==> src/rtl/regbank_dump.sv <==
// Sequential read-out engine: walks a (possibly wrapping) register index range,
// captures each word from the bank's combinational read port and streams it out.
module regbank_dump #(
  parameter int NREG = 32,
  parameter int AW   = 5,
  parameter int DW   = 32
) (
  input  logic          i_clk,
  input  logic          i_rst_n,
  input  logic          i_start,
  input  logic [AW-1:0] i_first,
  input  logic [AW-1:0] i_last,
  input  logic          i_abort,
  output logic [AW-1:0] o_rd_addr,
  input  logic [DW-1:0] i_rd_data,
  output logic [DW-1:0] o_out_data,
  output logic [AW-1:0] o_out_addr,
  output logic          o_out_valid,
  input  logic          i_out_ready,
  output logic          o_busy,
  output logic          o_done
);

  localparam logic [1:0] S_IDLE  = 2'd0;
  localparam logic [1:0] S_FETCH = 2'd1;
  localparam logic [1:0] S_SEND  = 2'd2;

  localparam logic [AW-1:0] LP_LAST_IDX = AW'(NREG - 1);

  logic [1:0]    r_state;
  logic [AW-1:0] r_ptr;
  logic [AW-1:0] r_end_idx;
  logic [AW-1:0] r_out_addr;
  logic [DW-1:0] r_out_data;
  logic          r_done;

  always_ff @(posedge i_clk or negedge i_rst_n) begin
    if (!i_rst_n) begin
      r_state    <= S_IDLE;
      r_ptr      <= '0;
      r_end_idx  <= '0;
      r_out_addr <= '0;
      r_out_data <= '0;
      r_done     <= 1'b0;
    end else begin
      r_done <= 1'b0;
      case (r_state)
        S_IDLE: begin
          if (i_start) begin
            r_ptr     <= i_first;
            r_end_idx <= i_last;
            r_state   <= S_FETCH;
          end
        end
        S_FETCH: begin
          if (i_abort) begin
            r_state <= S_IDLE;
          end else begin
            r_out_data <= i_rd_data;
            r_out_addr <= r_ptr;
            r_state    <= S_SEND;
          end
        end
        S_SEND: begin
          // abort wins over a same-cycle handshake: that word is dropped
          if (i_abort) begin
            r_state <= S_IDLE;
          end else if (i_out_ready) begin
            if (r_ptr == r_end_idx) begin
              r_state <= S_IDLE;
              r_done  <= 1'b1;
            end else begin
              r_ptr   <= (r_ptr == LP_LAST_IDX) ? '0 : r_ptr + 1'b1;
              r_state <= S_FETCH;
            end
          end
        end
        default: r_state <= S_IDLE;
      endcase
    end
  end

  // the read select is the pointer register itself, so it never glitches
  assign o_rd_addr   = r_ptr;
  assign o_out_data  = r_out_data;
  assign o_out_addr  = r_out_addr;
  assign o_out_valid = (r_state == S_SEND);
  assign o_busy      = (r_state != S_IDLE);
  assign o_done      = r_done;

endmodule
==> config.mk <==
export PLATFORM = sky130hd
export DESIGN_NAME = regbank_dump
export DESIGN_NICKNAME = d
export VERILOG_FILES = /design/src/rtl/regbank_dump.sv
export SDC_FILE = /design/constraint.sdc
export NUM_CORES = 1
export LEC_CHECK = 0
export CELL_PAD_IN_SITES_DETAIL_PLACEMENT = 1
export CELL_PAD_IN_SITES_GLOBAL_PLACEMENT = 1
export CORE_ASPECT_RATIO = 0.5
export CORE_MARGIN = 10
export CORE_UTILIZATION = 32
export CTS_CLUSTER_DIAMETER = 30
export DETAILED_ROUTE_END_ITERATION = 12
export HOLD_SLACK_MARGIN = 0.06
export PLACE_DENSITY = 0.8
export SLEW_MARGIN = 20
export SYNTH_ARGS = -nofsm -noshare
export SYNTH_HDL_FRONTEND = slang
export SYNTH_SLANG_ARGS = --single-unit
==> constraint.sdc <==
create_clock -name i_clk -period 2.33 [get_ports i_clk]
set_input_delay 0.466 -clock i_clk [delete_from_list [all_inputs] [get_ports i_clk]]
set_output_delay 0.466 -clock i_clk [all_outputs]
set_load 0.01 [all_outputs]
# [After elaboration in Yosys (flattened, before gate mapping)]
# Index checks and enable logic that the tools add are counted.
[word_totals] ff_bits=50 out_inout_bits=45 elab_cells=40
[op_classes] addsub=1 eq_ne=9 mux=16 bitwise_logic=1 n_reduce_logical=7
[op_table] operator="$mux W5" count=5
[op_table] operator="$pmux W5 S2" count=1
[op_table] operator="$mux W2" count=4
[op_table] operator="$ne A2 B2 Y1 const B" count=3
[op_table] operator="$pmux W2 S3" count=1
[op_table] operator="$reduce_and A2 Y1" count=3
[op_table] operator="$add A5 B1 Y5 const B" count=1
[op_table] operator="$eq A5 B5 Y1" count=1
[op_table] operator="$eq A5 B5 Y1 const B" count=1
[op_table] operator="$mux W1" count=5
[op_table] operator="$reduce_and A5 Y1" count=1
[op_table] operator="$reduce_bool A2 Y1" count=2
[op_table] operator="$ne A3 B2 Y1 const B" count=1
[op_table] operator="$eq A2 B1 Y1 const B" count=1
[op_table] operator="$eq A2 B2 Y1 const B" count=1
[op_table] operator="$logic_not A2 Y1" count=1
[op_table] operator="$ne A2 B1 Y1 const B" count=1
[op_table] operator="$not A1 Y1" count=1

# [Longest topological paths before layout]
# Gate-level depths: netlist of run 1.
[logic_depth] ltp_word=6 mapped_depth=7 mapped_depth_nobuf=7

# [Least setup slack after synthesis of run 1]
# OpenSTA, ideal clock, no wires.
[synth_path] path_type="flip-flop to flip-flop" start="register r_ptr[0], in the netlist o_rd_addr[0]" end="register r_ptr[0], in the netlist o_rd_addr[0]" setup_time_ps=125 arrival_time_ps=1609 required_time_ps=2205 path_slack_ps=596 path_stages_with_launch=5 n_path_buf=0 cell_sequence="dfrtp_1 nor2b_1 a2111o_1 o21ai_4 mux2_2"
[synth_via] elab_chain_len=6 word_cells_on_any_way=10 classes_between="add/sub (1); eq/ne (3); mux (5); reduce/logical (1)"
[synth_rtl] item="from (decl)" line="31" text="logic [AW-1:0] r_ptr;"
[synth_rtl] item="from (signal assigned)" line="50" text="r_ptr <= i_first;"
[synth_rtl] item="from (signal assigned)" line="73" text="r_ptr <= (r_ptr == LP_LAST_IDX) ? '0 : r_ptr + 1'b1;"
[synth_rtl] item="$add A5 B1 Y5 or $eq A5 B5 Y1 (tied branches)" line="73"
[synth_rtl] item="$mux W5" line="73"
[synth_rtl] item="$mux W5" line="69" text="if (r_ptr == r_end_idx) begin"
[synth_rtl] item="$mux W5" line="68" text="end else if (i_out_ready) begin"
[synth_rtl] item="$mux W5" line="66" text="if (i_abort) begin"
[synth_rtl] item="$pmux W5 S2" line="47" text="case (r_state)"
# Several ways; a longest one is shown, not always the timed one. The select of a mux whose other input is x is not followed.
# A chain may end at the register's enable or synchronous reset.

# [Worst setup path in the final report of run 1]
[layout_path] start="register r_state[1]" end="output port o_busy"
[layout_via] elab_chain_len=1
[layout_rtl] item="from (decl)" line="30" text="logic [1:0] r_state;"
[layout_rtl] item="from (signal assigned)" line="39" text="r_state <= S_IDLE;"
[layout_rtl] item="from (signal assigned)" line="52" text="r_state <= S_FETCH;"
[layout_rtl] item="from (signal assigned)" line="57" text="r_state <= S_IDLE;"
[layout_rtl] item="$reduce_bool A2 Y1" line="88" text="assign o_busy = (r_state != S_IDLE);"
[layout_rtl] item="to (decl)" line="20" text="output logic o_busy,"
# No other way between the ends.

==> flow_summary.ini, run 1 <==
[clock_network]
post_cts.resized_instances = 0
cts_hold_buffers = 0
clkSlewWorstSetupHoldPaths_ns = 0.07
numClockSinks = 50
clock_tree.buffer_depth = 2
worstSkewPairLatency_ns = 0.29
cts_tree = done
clockRootBuffer = sky130_fd_sc_hd__clkbuf_16
postCtsSetupBuffers = 0
cts-buffers-inserted = 5
ctsHtreeMaxLevel = 2

[floorplan]
floorplan.initialDensity = 0.3374
ios = 92
die_h_um = 77.09
design.core.area_um2 = 6181
die_ar_um2 = 10340
die_width_um = 134.2
rows = 20

[timing]
fin_hold_ws_ns = 0.1724
report.final.slew_viol_count = 0
finalCritPeriodShare = 0.8836
report.final.hold_viol_count = 0
worst-slew-pin-transition_ns = 0.5978
worst_slew_margin_rel = 0.6015
fin_skew_ns = 0.006826
timing.final.setup_violations = 0
timing.final.ws_setup_ns = 0.2711
tns_ns = 0
setup_repair_after_global_routing_missed_its_margin = false
timing.fmax_mhz = 485.7
finalCriticalPeriod_ns = 2.059

[global_routing]
grt_antenna_before_repair = 0
grt_max_degree = 38
grt_remaining_overflow = 0
grt_pass1_vias = 1815
groute.usage.overall = 0.1286
grt_first_pass_wirelength_mm = 10.42

[drt]
dr.first_iter.drc_count = 60
avgViaCountPerCell = 4.575
met3RoutedLength_um = 191
firstDrtPassIters = 4
drc_errors = 0
route.top_layer_used = met4
route.detailed.wl_per_inst_um = 19.40
vias = 1528
number_of_antenna_violating_nets_in_the_routed_design = 0
wl_met2_mm = 3.837
m1WireLength_mm = 2.367
totalWireLength_mm = 6.478

[power]
cellPowerDensity_nw_per_um2 = 1290
clockPowerShare = 0.177
net_switching_power_of_the_design_mw = 1.376
comb_power_share = 0.452
p_seq_frac = 0.371
irDropWorstVdd_mv = 0.6799
switching_share = 0.3246
power_leakage_nw = 1.351
report.power.total_mw = 4.239
internal_power_mw = 2.863

[critical_path]
crit_path_max_fanout = 5
timing.critical_path.required_ns = 1.86
worstReg2RegStart = o_rd_addr[0]
setup.reg_to_reg.worst_slack_ns = 0.38
end_kind = primary output
worstPathArrival_ns = 1.59
setup.worst_path.class = register to primary output
capturing_point_of_the_worst_reg2reg_path = o_rd_addr[2]
worst_setup_path_start_kind = register
worst_r2r_path_depth = 7

[layout]
final_cell_mix = 90 x sky130_fd_sc_hd__clkdlybuf4s50_1, 50 x sky130_fd_sc_hd__dfrtp_1, 43 x sky130_fd_sc_hd__mux2_2, 9 x sky130_fd_sc_hd__nand2_1
number_of_nets_in_the_layout = 294
layout-area-overhead-vs-synth_pct = 57.53
layout.cells.most_common = sky130_fd_sc_hd__clkdlybuf4s50_1
layout.cell_area.non_filler_um2 = 3286
fillCellCount = 641
antenna_cells = 0
layout-drive-gt1-share = 0.2520

[min_path]
timing.hold.worst.class = primary input to async pin

[synthesis]
netlist_area_um2 = 2086
synthesis_stage_register_bit_count = 50
syn_nets = 195
post_synth_num_cell_types = 32
synth_area_per_cell_um2 = 14.29
synthesis.yosys.warnings = 0
yosys.area.top_type_share = 0.5999
synth_cells = 146
synth_top_cell_by_area = sky130_fd_sc_hd__dfrtp_1
synthTopCellsByArea = sky130_fd_sc_hd__dfrtp_1 60%, sky130_fd_sc_hd__mux2_2 23%, sky130_fd_sc_hd__nand2_1 1.6%, sky130_fd_sc_hd__ha_1 1.2%, sky130_fd_sc_hd__nand2b_1 1.2%
sequential_fraction_of_the_synthesis_area = 0.5999

[placed_design]
dp_worst_setup_slack_ns = 0.3393
detailed_place.area_um2 = 3134
detailedPlacementHpwl_mm = 5.170
count_of_input_and_output_buffers = 91
gpl.final_weighted_congestion = 0.7102

[flow_run]
max-cap-violations = 0

[outcome]
outcome = finished clean
[worst max-delay path by stage]
stage          slack (ns)  cells past startpoint      endpoint          from
2_1_floorplan        0.60                      4  o_rd_addr[0]  o_rd_addr[0]
3_3_place_gp         0.45                      5  o_rd_addr[1]       i_abort
3_5_place_dp         0.34                      5  o_rd_addr[1]       i_abort
4_1_cts              0.26                      3   o_out_valid    r_state[0]
5_1_grt              0.23                      3   o_out_valid    r_state[0]
6_report             0.27                      2        o_busy    r_state[1]
[cells in the mapped netlist, drive strengths merged]
master and count:
nor2 3, or2 1, nand3 1, nor3 1
nand4bb 1, o21a 1, dfrtp 50, buf 4
xor2 2, o2111ai 1, a21oi 1, o31ai 1
a32oi 1, xnor2 1, a2111o 1, ha 2
o211ai 3, mux2 44, o21ai 3, and3 1
inv 5, nor3b 1, o2bb2ai 2, nand2b 4
nor4 1, nand2 9, nor2b 1
[worst max-delay path: stages (launching register included)]
cell                              delay [ns]
sky130_fd_sc_hd__dfrtp_1                0.43
sky130_fd_sc_hd__or2_2                  0.36
sky130_fd_sc_hd__clkdlybuf4s50_1        0.51
[logic make-up after synthesis]
logic type / Yosys count / share of synthesized area
AOI/OAI and AO/OA: 14 / 0.05699
xor gates and xnor gates: 3 / 0.01260
adders and majority gates: 2 / 0.01200
buffers and inverters: 9 / 0.01980
DFF: 50 / 0.5999
muxes: 44 / 0.2375
and+or+nand+nor: 24 / 0.06119
[metrics by stage]
step	util	cells
3_3_place_gp	0.5071	326
6_report	0.5316	334
5_1_grt	0.5316	334
2_1_floorplan	-	146
4_1_cts	0.5316	334
3_5_place_dp	0.5071	326
[area by class of cell]
| cell class | count | area (µm²) | area share |
|---|---|---|---|
| flip-flops and latches | 50 | 1251 | 0.3808 |
| repair buffers | 96 | 955.9 | 0.2909 |
| clock inverters | 2 | 12.51 | 0.003808 |
| multi-input cells | 87 | 798.3 | 0.2430 |
| well taps | 88 | 110.1 | 0.03351 |
| inverters | 5 | 18.77 | 0.005712 |
| clock buffers | 6 | 138.9 | 0.04227 |
[power groups by stage]
stage	sequential (mW)	combinational (mW)	clock [mW]
floorplan	1.71	0.649	0
global placement	1.55	1.89	0
detailed placement	1.59	1.95	0
CTS	1.58	1.96	0.771
global route	1.63	2.05	0.810
finish	1.57	1.92	0.750
[per-layer routing]
layer / vias to the layer above / global-route usage
li1: 717 / -
met1: 776 / 0.1232
met2: 27 / 0.2591
met3: 8 / 0.03056
met4: 0 / 0.04644
met5: - / 0
[registers in the layout (all words and copies together), names as in the netlist]
register    flops
o_done          1
o_out_addr      5
o_out_data     32
o_rd_addr       5
r_end_idx       5
r_state         2
No activity file was read; power rests on OpenSTA's default activity.
==> run 2: changes to the inputs <==
- RECOVER_POWER: unset -> 100
- SKIP_LAST_GASP: unset -> 1
==> run 2 against run 1 <==
Clock skew barely moved. Wire length barely moved. Sequential power barely moved. Global-route usage did not move. Critical path type unchanged. Highest routed layer unchanged.
==> flow_summary.ini, run 2 (same netlist as run 1, synthesis figures left out) <==
[critical_path]
timing.critical_path.required_ns = 1.86
crit_path_max_fanout = 5
worstReg2RegStart = r_state[1]
worstPathArrival_ns = 1.64
setup.worst_path.start = r_state[0]
worst_setup_path_start_kind = register
end_kind = primary output
setup.worst_path.class = register to primary output

[global_routing]
grt_first_pass_wirelength_mm = 10.42
grt_remaining_overflow = 0
grt_antenna_before_repair = 0
grt_max_degree = 38
grt_pass1_vias = 1815
groute.usage.overall = 0.1286

[clock_network]
cts-buffers-inserted = 5
cts_hold_buffers = 0
postCtsSetupBuffers = 0
numClockSinks = 50
worstSkewPairLatency_ns = 0.29
post_cts.resized_instances = 0
clkSlewWorstSetupHoldPaths_ns = 0.07
cts_tree = done
clock_tree.buffer_depth = 2
ctsHtreeMaxLevel = 2
clockRootBuffer = sky130_fd_sc_hd__clkbuf_16

[floorplan]
die_ar_um2 = 10340
die_width_um = 134.2
design.core.area_um2 = 6181
die_h_um = 77.09
floorplan.initialDensity = 0.3374
ios = 92
rows = 20

[placed_design]
gpl.final_weighted_congestion = 0.7102
detailedPlacementHpwl_mm = 5.170
dp_worst_setup_slack_ns = 0.3393
placedCellCount = 326
count_of_input_and_output_buffers = 91
detailed_place.area_um2 = 3134

[outcome]
outcome = finished clean

[layout]
layout.cells.most_common = sky130_fd_sc_hd__dfrtp_1
layoutNonFillerInstCount = 334
layout-area-overhead-vs-synth_pct = 56.27
layout.cell_area.non_filler_um2 = 3259
final_cell_mix = 50 x sky130_fd_sc_hd__dfrtp_1, 46 x sky130_fd_sc_hd__clkdlybuf4s50_1, 44 x sky130_fd_sc_hd__dlygate4sd3_1, 43 x sky130_fd_sc_hd__mux2_2, 9 x sky130_fd_sc_hd__nand2_1
layout-drive-gt1-share = 0.2398
number_of_nets_in_the_layout = 294
largest_register_ff_count = 32
antenna_cells = 0

[drt]
firstDrtPassIters = 4
number_of_antenna_violating_nets_in_the_routed_design = 0
avgViaCountPerCell = 4.614
drc_errors = 0
vias = 1541
totalWireLength_mm = 6.479
dr.first_iter.drc_count = 57
route.detailed.wl_per_inst_um = 19.40

[power]
power_leakage_nw = 1.365
report.power.total_mw = 4.066
irDropWorstVdd_mv = 0.6584
cellPowerDensity_nw_per_um2 = 1248

[timing]
finalCritPeriodShare = 0.9034
tns_ns = 0
worst_slew_margin_rel = 0.05624
finalCriticalPeriod_ns = 2.105
timing.final.setup_violations = 0
worst-slew-pin-transition_ns = 1.416
timing.fmax_mhz = 475.1
report.final.slew_viol_count = 0
setup_repair_after_global_routing_missed_its_margin = false
report.final.hold_viol_count = 0
timing.final.ws_setup_ns = 0.2251
fin_skew_ns = 0.006809

[min_path]
timing.hold.worst.class = primary input to async pin

[flow_run]
max-cap-violations = 0
## run 2: cell count changes in the layout (fill, tap and decap cells not counted), sizes merged
cell,previous run,this run
clkdlybuf4s50,90,46
dlygate4sd3,0,44
clkbuf,6,11
buf,6,1
## run 2: critical path, stage by stage, from the launching register on
cell and delay (ns):
sky130_fd_sc_hd__dfrtp_1 0.43, sky130_fd_sc_hd__nand2b_1 0.19, sky130_fd_sc_hd__inv_1 0.10, sky130_fd_sc_hd__dlygate4sd3_1 0.62
## run 2: through the flow
| stage | hold WS, ns | utilization |
|---|---|---|
| finish | 0.4891 | 0.5273 |
| global route | 0.5263 | 0.5273 |
| CTS | 0.1875 | 0.5316 |
| detailed placement | 0.4952 | 0.5071 |
| global placement | 0.4901 | 0.5071 |
| floorplan | 0.1704 | - |
## run 2: power by group
part	internal (mW)	leakage [nW]	total [mW]	switching, mW
Sequential	1.28	0.596	1.55	0.273
Combinational	1.01	0.696	1.76	0.758
Clock	0.426	0.0729	0.750	0.324
## run 2: layer usage
metal / vias up / global-route usage / wire length [µm]
met4: 0 / 0.04644 / 82
met3: 8 / 0.03056 / 201
met2: 31 / 0.2591 / 3832
li1: 717 / - / -
met5: - / 0 / 0
met1: 785 / 0.1232 / 2363
## run 2: layout make-up
class                           count  area [µm²]
Clock buffer                        6       138.9
Clock inverter                      2       12.51
Fill cell                         644        2922
Inverter                            5       18.77
Multi-Input combinational cell     87       798.3
Sequential cell                    50        1251
Tap cell                           88       110.1
Timing Repair Buffer               96       929.6
## run 2: final timing paths
kind	slack, ns	cells after the start	to
min in group i_clk	0.50	1	o_out_data[1]
worst max register to register	0.32	4	o_out_data[14]
max in group asynchronous	0.61	2	o_out_data[29]
worst min register to register	0.50	1	o_out_data[1]
worst min-delay path	0.49	1	o_out_data[24]
worst max-delay path	0.23	3	o_out_valid
